<file path="src/rtl/arm_alu_pkg.sv">
// Purpose : shared opcodes, FSM state encoding and flag bit positions for arm_alu_seq.
// Latency : n/a (declarations only).
// Backpres: n/a.
package arm_alu_pkg;

    localparam logic [2:0] OP_ADD  = 3'd0;
    localparam logic [2:0] OP_SUB  = 3'd1;
    localparam logic [2:0] OP_MOV  = 3'd2;
    localparam logic [2:0] OP_LSR1 = 3'd3;
    localparam logic [2:0] OP_DEC  = 3'd4;
    localparam logic [2:0] OP_LSRN = 3'd5;
    localparam logic [2:0] OP_MUL  = 3'd6;
    localparam logic [2:0] OP_PASS = 3'd7;

    typedef enum logic [1:0] {
        ST_IDLE = 2'd0,
        ST_EXEC = 2'd1,
        ST_DONE = 2'd2
    } state_t;

    // Bit positions inside the {N,Z,C,V} flags vector.
    localparam int FLG_N = 3;
    localparam int FLG_Z = 2;
    localparam int FLG_C = 1;
    localparam int FLG_V = 0;

endpackage

</file>
<file path="src/rtl/arm_alu_iter.sv">
// Purpose : iterative engine for LSRN (one bit per step) and shift-add MUL.
// Latency : one step per cycle; o_res/o_c show the result of the step in progress.
// Backpres: none; driven by load/step strobes from the sequencing FSM.
//
// Ports: clk/rst        clock, synchronous active-high reset
//        i_load         capture operands and iteration count
//        i_step         perform one iteration
//        i_mul          1 = multiply, 0 = logical shift right (captured on load)
//        i_a, i_b       multiplicand / shift-or-multiplier operand
//        i_cnt          number of iterations (>=1)
//        o_last         the current step is the final one
//        o_res, o_c     result and shifted-out bit after the current step
// Multiplier datapath exists only when ARM_ALU_MUL_EN is defined.
module arm_alu_iter #(
    parameter int DATA_W = 16,
    parameter int CNT_W  = 5
) (
    input  logic              clk,
    input  logic              rst,
    input  logic              i_load,
    input  logic              i_step,
    input  logic              i_mul,
    input  logic [DATA_W-1:0] i_a,
    input  logic [DATA_W-1:0] i_b,
    input  logic [CNT_W-1:0]  i_cnt,
    output logic              o_last,
    output logic [DATA_W-1:0] o_res,
    output logic              o_c
);

    logic [DATA_W-1:0] r_sh;
    logic [CNT_W-1:0]  r_cnt;
    logic [DATA_W-1:0] w_sh_nxt;

    assign w_sh_nxt = {1'b0, r_sh[DATA_W-1:1]};
    assign o_c      = r_sh[0];
    assign o_last   = (r_cnt == CNT_W'(1));

    always_ff @(posedge clk) begin
        if (rst) begin
            r_sh  <= '0;
            r_cnt <= '0;
        end else if (i_load) begin
            r_sh  <= i_b;
            r_cnt <= i_cnt;
        end else if (i_step) begin
            r_sh  <= w_sh_nxt;
            r_cnt <= r_cnt - CNT_W'(1);
        end
    end

`ifdef ARM_ALU_MUL_EN
    // Multiplier bits come off r_sh[0]; multiplicand moves left each step.
    logic [DATA_W-1:0] r_acc;
    logic [DATA_W-1:0] r_mcand;
    logic              r_mul;
    logic [DATA_W-1:0] w_acc_nxt;

    assign w_acc_nxt = r_sh[0] ? (r_acc + r_mcand) : r_acc;
    assign o_res     = r_mul ? w_acc_nxt : w_sh_nxt;

    always_ff @(posedge clk) begin
        if (rst) begin
            r_acc   <= '0;
            r_mcand <= '0;
            r_mul   <= 1'b0;
        end else if (i_load) begin
            r_acc   <= '0;
            r_mcand <= i_a;
            r_mul   <= i_mul;
        end else if (i_step) begin
            r_acc   <= w_acc_nxt;
            r_mcand <= {r_mcand[DATA_W-2:0], 1'b0};
        end
    end
`else
    logic w_unused_mul;
    assign w_unused_mul = ^{i_mul, i_a};
    assign o_res        = w_sh_nxt;
`endif

endmodule

</file>
<file path="src/rtl/arm_alu_seq.sv">
// Purpose : sequential ALU with registered result and NZCV flags, start/ready/done handshake.
// Latency : 1 cycle single-cycle ops; LSRN min(shamt,DATA_W)+1; MUL DATA_W+1.
// Backpres: start ignored while ready=0 (no queueing); next op accepted the cycle after done.
//
// Ports: clk, rst (sync, active-high), start, op[2:0], cin, rd_data (A), rs_data (B), shamt
//        ready (idle), done (1-cycle pulse), wen (= done), d_out, flags {N,Z,C,V}
// Optional feature: ARM_ALU_MUL_EN enables the iterative multiply for op 6;
// without it op 6 behaves as PASS.
module arm_alu_seq
    import arm_alu_pkg::*;
#(
    parameter int DATA_W  = 16,
    parameter int SHAMT_W = 4
) (
    input  logic               clk,
    input  logic               rst,
    input  logic               start,
    input  logic [2:0]         op,
    input  logic               cin,
    input  logic [DATA_W-1:0]  rd_data,
    input  logic [DATA_W-1:0]  rs_data,
    input  logic [SHAMT_W-1:0] shamt,
    output logic               ready,
    output logic               done,
    output logic               wen,
    output logic [DATA_W-1:0]  d_out,
    output logic [3:0]         flags
);

    localparam int CNT_W = $clog2(DATA_W + 1);
    localparam logic [DATA_W:0] W_ONE = {{DATA_W{1'b0}}, 1'b1};

    state_t            r_state;
    state_t            w_nxt_state;
    logic [2:0]        r_op;
    logic [DATA_W-1:0] r_d_out;
    logic [3:0]        r_flags;

    logic              w_accept;
    logic              w_go_exec;
    logic              w_upd;
    logic [CNT_W-1:0]  w_lsr_cnt;
    logic [CNT_W-1:0]  w_it_cnt;
    logic              w_it_last;
    logic [DATA_W-1:0] w_it_res;
    logic              w_it_c;

    logic [DATA_W:0]   w_sum;
    logic [DATA_W-1:0] w_sc_res;
    logic              w_sc_c;
    logic              w_sc_v;
    logic [DATA_W-1:0] w_res;
    logic              w_c;
    logic              w_v;

    assign w_accept = (r_state == ST_IDLE) && start;

    // LSRN by zero has nothing to iterate and completes like a single-cycle op.
`ifdef ARM_ALU_MUL_EN
    assign w_go_exec = (op == OP_MUL) || ((op == OP_LSRN) && (shamt != '0));
`else
    assign w_go_exec = (op == OP_LSRN) && (shamt != '0);
`endif

    // Shifting further than DATA_W is indistinguishable from DATA_W shifts.
    always_comb begin
        if (32'(shamt) >= DATA_W) w_lsr_cnt = CNT_W'(DATA_W);
        else                      w_lsr_cnt = CNT_W'(shamt);
    end

    assign w_it_cnt = (op == OP_MUL) ? CNT_W'(DATA_W) : w_lsr_cnt;

    arm_alu_iter #(
        .DATA_W (DATA_W),
        .CNT_W  (CNT_W)
    ) u_iter (
        .clk    (clk),
        .rst    (rst),
        .i_load (w_accept && w_go_exec),
        .i_step (r_state == ST_EXEC),
        .i_mul  (op == OP_MUL),
        .i_a    (rd_data),
        .i_b    (rs_data),
        .i_cnt  (w_it_cnt),
        .o_last (w_it_last),
        .o_res  (w_it_res),
        .o_c    (w_it_c)
    );

    // FSM: state register
    always_ff @(posedge clk) begin
        if (rst) r_state <= ST_IDLE;
        else     r_state <= w_nxt_state;
    end

    // FSM: next state
    always_comb begin
        w_nxt_state = r_state;
        case (r_state)
            ST_IDLE: if (start) w_nxt_state = w_go_exec ? ST_EXEC : ST_DONE;
            ST_EXEC: if (w_it_last) w_nxt_state = ST_DONE;
            ST_DONE: w_nxt_state = ST_IDLE;
            default: w_nxt_state = ST_IDLE;
        endcase
    end

    // FSM: outputs
    always_comb begin
        ready = (r_state == ST_IDLE);
        done  = (r_state == ST_DONE);
        wen   = (r_state == ST_DONE);
    end

    // Single-cycle results straight from the inputs on the accepting edge.
    always_comb begin
        w_sum    = '0;
        w_sc_res = rd_data;
        w_sc_c   = r_flags[FLG_C];
        w_sc_v   = r_flags[FLG_V];
        case (op)
            OP_ADD: begin
                w_sum    = {1'b0, rd_data} + {1'b0, rs_data};
                w_sc_res = w_sum[DATA_W-1:0];
                w_sc_c   = w_sum[DATA_W];
                w_sc_v   = (rd_data[DATA_W-1] == rs_data[DATA_W-1]) &&
                           (w_sum[DATA_W-1] != rd_data[DATA_W-1]);
            end
            OP_SUB: begin
                w_sum    = {1'b0, rd_data} + {1'b0, ~rs_data} + W_ONE;
                w_sc_res = w_sum[DATA_W-1:0];
                w_sc_c   = w_sum[DATA_W];
                w_sc_v   = (rd_data[DATA_W-1] != rs_data[DATA_W-1]) &&
                           (w_sum[DATA_W-1] != rd_data[DATA_W-1]);
            end
            OP_MOV: begin
                w_sum    = {1'b0, rs_data} + {{DATA_W{1'b0}}, cin};
                w_sc_res = w_sum[DATA_W-1:0];
                w_sc_c   = w_sum[DATA_W];
            end
            OP_LSR1: begin
                w_sc_res = {1'b0, rs_data[DATA_W-1:1]};
                w_sc_c   = rs_data[0];
            end
            OP_DEC: begin
                // B + all-ones: carry out is 1 unless B was zero (borrow).
                w_sum    = {1'b0, rs_data} + {1'b0, {DATA_W{1'b1}}};
                w_sc_res = w_sum[DATA_W-1:0];
                w_sc_c   = w_sum[DATA_W];
            end
            OP_LSRN: w_sc_res = rs_data;   // only reached with shamt == 0
            default: w_sc_res = rd_data;   // PASS, and MUL when disabled
        endcase
    end

    // Select the completing result: single-cycle path or final iteration.
    always_comb begin
        w_res = w_sc_res;
        w_c   = w_sc_c;
        w_v   = w_sc_v;
        if (r_state == ST_EXEC) begin
            w_res = w_it_res;
            w_c   = (r_op == OP_LSRN) ? w_it_c : r_flags[FLG_C];
            w_v   = r_flags[FLG_V];
        end
    end

    assign w_upd = (w_accept && !w_go_exec) || ((r_state == ST_EXEC) && w_it_last);

    always_ff @(posedge clk) begin
        if (rst) begin
            r_op    <= OP_ADD;
            r_d_out <= '0;
            r_flags <= 4'b0100;
        end else begin
            if (w_accept) r_op <= op;
            if (w_upd) begin
                r_d_out        <= w_res;
                r_flags[FLG_N] <= w_res[DATA_W-1];
                r_flags[FLG_Z] <= (w_res == '0);
                r_flags[FLG_C] <= w_c;
                r_flags[FLG_V] <= w_v;
            end
        end
    end

    assign d_out = r_d_out;
    assign flags = r_flags;

endmodule

</file>
<file path="config.mk">
export PLATFORM = sky130hd
export DESIGN_NAME = arm_alu_seq
export DESIGN_NICKNAME = d
export VERILOG_FILES = /design/src/rtl/arm_alu_pkg.sv /design/src/rtl/arm_alu_iter.sv /design/src/rtl/arm_alu_seq.sv
export SDC_FILE = /design/constraint.sdc
export NUM_CORES = 1
export LEC_CHECK = 0
export ABC_AREA = 1
export CAP_MARGIN = 20
export CELL_PAD_IN_SITES_DETAIL_PLACEMENT = 0
export CELL_PAD_IN_SITES_GLOBAL_PLACEMENT = 2
export CORE_MARGIN = 1
export CORE_UTILIZATION = 32
export DETAILED_ROUTE_END_ITERATION = 8
export PLACE_DENSITY_LB_ADDON = 0.15
export SLEW_MARGIN = 10
export SYNTH_ARGS = -nofsm -noshare
export SYNTH_HDL_FRONTEND = slang
export SYNTH_SLANG_ARGS = --single-unit
</file>
<file path="constraint.sdc">
create_clock -name clk -period 4.44 [get_ports clk]
set_input_delay 0.666 -clock clk [delete_from_list [all_inputs] [get_ports clk]]
set_output_delay 0.666 -clock clk [all_outputs]
set_load 0.02 [all_outputs]
</file>
# Word-level counts from Yosys, hierarchy flattened
# Index checks and enable logic that the tools add are counted.
# word_totals
reg_bits,46
latch_bits,0
ram_bits,0
rom_bits,0
inputBits,43
output_inout_bits,23
wordCells,67
n_memories,0
# classes
addsub,6
multipliers,0
n_div,0
magnitude_cmp,0
n_eq_ne,17
n_shift,0
mux,15
n_bitwise,2
n_reduce_logical,19
# ops
operator,count
$pmux 16 s6,1
$mux 16,3
$add 16x16->17,2
$add 16x1->17,1
$add 16x16->17 const B,1
$add 17x1->17 const B,1
$logic_not 16->1,1
$not 16->16,1
$mux 5,3
$eq 3x3->1 const B,4
$logic_and 1x1->1,7
$eq 3x2->1 const B,2
$mux 2,3
$ne 2x2->1 const B,3
$reduce_and 3->1,2
$reduce_bool 6->1,1
$eq 5x1->1 const B,1
$pmux 1 s5,1
$sub 5x1->5 const B,1
$pmux 2 s2,1
$reduce_bool 2->1,2
$reduce_bool 4->1,1
$eq 3x1->1 const B,1
$logic_not 3->1,1
11 further kinds,14

# Longest topological paths before layout
# depth
depth_word,6
ltp_mapped,20

# Hierarchy
# Synthesis repeated with hierarchy kept, for this count alone.
# unflattened
cells_unflattened,1089
hier_area_um2,5855.6
# by_module_without_submodules
mod,n_inst,cells_per_inst,area_each_um2,seq_area_each_um2
arm_alu_seq,1,926,4777.1,480.5
arm_alu_iter,1,163,1078.5,420.4

# Worst setup path after synthesis
# No wires, ideal clock.
# synth_timing
kind,in2reg
startpoint,input rs_data[11]
endpoint,register r_flags[2] (netlist: flags[2])
t_arrival_ns,2.451
required_ns,4.382
slack_ns,1.931
path_stages,18
path_buffers,2
path_cell_list,buf_2 > inv_1 > ha_1 > clkbuf_1 > inv_1 > nand2_1 > nor3_1 > and2_1 > nand2_1 > nand2_1 > nand2_1 > nand3_1 > nand3_1 > nand2_1 > inv_1 > nor2_1 > nand4_1 > nand2_1
# synth_via
elab_chain_cells,6
# synth_lines
element,line_no,source
from (decl),arm_alu_seq.sv:21,"input logic [DATA_W-1:0] rs_data,"
$not 16->16,arm_alu_seq.sv:129,"w_sum = {1'b0, rd_data} + {1'b0, ~rs_data} + W_ONE;"
$add 16x16->17,arm_alu_seq.sv:129,
$add 17x1->17,arm_alu_seq.sv:129,
$pmux 16 s6 (*),arm_alu_seq.sv:120,case (op)
$mux 16 (*),arm_alu_seq.sv:160,if (r_state == ST_EXEC) begin
$logic_not 16->1 (*),arm_alu_seq.sv:179,r_flags[FLG_Z] <= (w_res == '0);
"to (signal, indexed assignment)",arm_alu_seq.sv:179,
"to (signal, indexed assignment)",arm_alu_seq.sv:180,r_flags[FLG_C] <= w_c;
"to (signal, indexed assignment)",arm_alu_seq.sv:181,r_flags[FLG_V] <= w_v;
to (decl),arm_alu_seq.sv:37,logic [3:0] r_flags;
# Mark *: on every way between the ends. The rest lies on a longest branch, timed or not.
# A chain may end at the register's enable or synchronous reset.

# Worst setup path after layout
# layout_timing
startpoint,input rs_data[4]
endpoint,register r_flags[2] (netlist: flags[2])
# The elaborated chain is that of the path after synthesis.

==> impl_metrics.yaml <==
synthesis:
  ys_warn_count: 0
  synth_nets: 1083
  synth-edff-count: 0
  ys_seq_area_share_pct: 16.0
  synth.distinct_cells: 49
  ys_async_sr_fraction_pct: 0
  netlist_instances: 1000
  synth_seq_cells: 45
  netlist_area_mm2: 0.00564
  ys.flop_type: "dfxtp_1"
  avgSynthCellArea_um2: 5.64
clock_tree:
  clkTransAtPathRegs_ps: 70
  root_buffer: "clkbuf_16"
  cts_hold_buf: 0
  clkSinkCount: 45
  cts_setup_buffers: 0
  cts_tree: "done"
  cts_buffers: 5
  clock_path_buffers: 2
  cts_resized: 0
  cts_max_level: 2
  clock_latency_ps: 290
detailed_routing:
  vias: 6569
  dr.pass1.iters: 6
  finalWirelength_mm: 22.1
  wl_per_cell_um: 17.4
  drt_iter0_drc: 556
  drc: 0
  antenna_left: 0
  vias_per_cell: 5.16
sta:
  min_period_ps: 3410
  hold_viol_final: 0
  clock_skew_ps: 9.12
  setup_viol: 0
  tightest_slew_ps: 755
  rsz0062_at_grt: "no"
  slew_viol_final: 0
  finalSetupTns_ps: 0
  min_period_over_period_pct: 76.8
  relSlewSlack_pct: 49.6
  fmax_ghz: 0.293
finish:
  nets: 1129
  diodes: 0
  mostFrequentLayoutCells: "nand2_1, inv_1, nor2_1, nand3_1, clkdlybuf4s50_1"
  layout-drive-gt1-share_pct: 5.73
  area_delta_synth_final_pct: 17.9
  final_common_cell: "nand2_1"
placed_design:
  place.gp.congestion: 0.860
  dp_hpwl_mm: 17.7
  io_buffers: 65
power:
  power_density_mw_per_mm2: 230
  total_power_mw: 1.53
  ir_drop_mv: 0.155
  p_leak_nw: 3.13
die:
  core_area_mm2: 0.0172
  rows: 48
  dieWidth_um: 135
  initial_core_util_pct: 32.7
  die_y_um: 135
  die_area_mm2: 0.0182
  pin_count: 66
job:
  maxCapViolCount: 0
global_routing:
  grt-ovfl-total: 0
  grt_start_max_net_pins: 37
  grt.total_usage_pct: 24.5
  grt_pass1_vias: 5986
  antenna_found_initial: 0
  grt_pass1_wl_mm: 33.8
setup_path:
  crit_type: "in -> reg"
  end_kind: "flop"
  cp.required_ps: 4680
  crit_path_start_kind: "input port"
  crit_fanout: 11
  arrival_ps: 3640
run_status:
  status: "finished, final reports clean"
hold_path:
  worstHoldPathType: "reg -> reg"
-- metrics by stage --
stage / cells / setup WS, ps / cell area [um2] / util (%) / hold WS [ps]
floorplan: 1000 / 1930 / 5640 / - / 441
global placement: 1264 / 666 / 6470 / 37.5 / 457
detailed placement: 1264 / 703 / 6470 / 37.5 / 459
CTS: 1272 / 998 / 6650 / 38.6 / 469
global route: 1272 / 659 / 6650 / 38.6 / 500
finish: 1272 / 1030 / 6650 / 38.6 / 473
-- metal layers --
| layer | vias up | GRT usage, % | routed length, um |
|---|---|---|---|
| met3 | 32 | 3.19 | 1020 |
| li1 | 3352 | - | - |
| met1 | 2972 | 34.6 | 10700 |
| met4 | 0 | 6.43 | 562 |
| met5 | - | 0 | 0 |
| met2 | 213 | 38.9 | 9860 |
-- synthesized netlist by cell type, types with 10 or more instances --
master / n / area (um2)
a21oi_1: 54 / 270
o211ai_1: 12 / 90.1
buf_2: 20 / 100
dfxtp_1: 45 / 901
nor3_1: 12 / 60.1
nand3_1: 115 / 576
nor2_1: 116 / 435
nand2_1: 272 / 1020
ha_1: 38 / 475
inv_1: 130 / 488
clkbuf_1: 14 / 52.6
o21ai_0: 57 / 285
a311oi_1: 10 / 87.6
nand4_1: 20 / 125
-- layout make-up --
cell class,count,area [um2]
tap,225,282
inverter,140,533
sequential,45,901
fill,1987,10600
multi-input combinational,771,3970
timing repair buffer,83,786
clock buffer,6,139
clock inverter,2,37.5
-- critical path, cell delays in order --
cell and delay, ps:
clkdlybuf4s50_1 450, buf_4 170, inv_1 120, ha_1 440, inv_1 120, a21oi_1 230
nand2_1 220, o21ai_0 200, nand3_1 150, a21boi_0 430, nand2_1 90, nor2_1 190
nand4_1 100, nand2_1 70
-- logic make-up after synthesis --
group / synth area share, %
adders and majority gates: 9.14
and+or+nand+nor: 42.6
xor gates and xnor gates: 0.777
DFF: 16.0
buffers and inverters: 13.6
AOI/OAI and AO/OA: 17.8
-- power breakdown --
group	switching, mW	total, mW	internal, mW
Sequential	0.0153	0.446	0.431
Clock	0.159	0.440	0.281
Combinational	0.418	0.643	0.225
Total	0.592	1.53	0.937
-- final timing paths --
check / from / to / slack, ps / depth (start not counted)
max: rs_data[4] / flags[2] / 1030 / 14
min: u_iter.r_sh[15] / u_iter.r_sh[15] / 470 / 2
min reg2reg: u_iter.r_sh[15] / u_iter.r_sh[15] / 470 / 2
max reg2reg: r_state[1] / flags[2] / 1800 / 15
-- sequential cells by signal (all words and copies together), names as in the netlist --
signal	cells
d_out	16
u_iter.r_sh	16
u_iter.r_cnt	5
flags	3
r_op	3
r_state	2
Note: power is estimated with default switching activity, not from simulation.
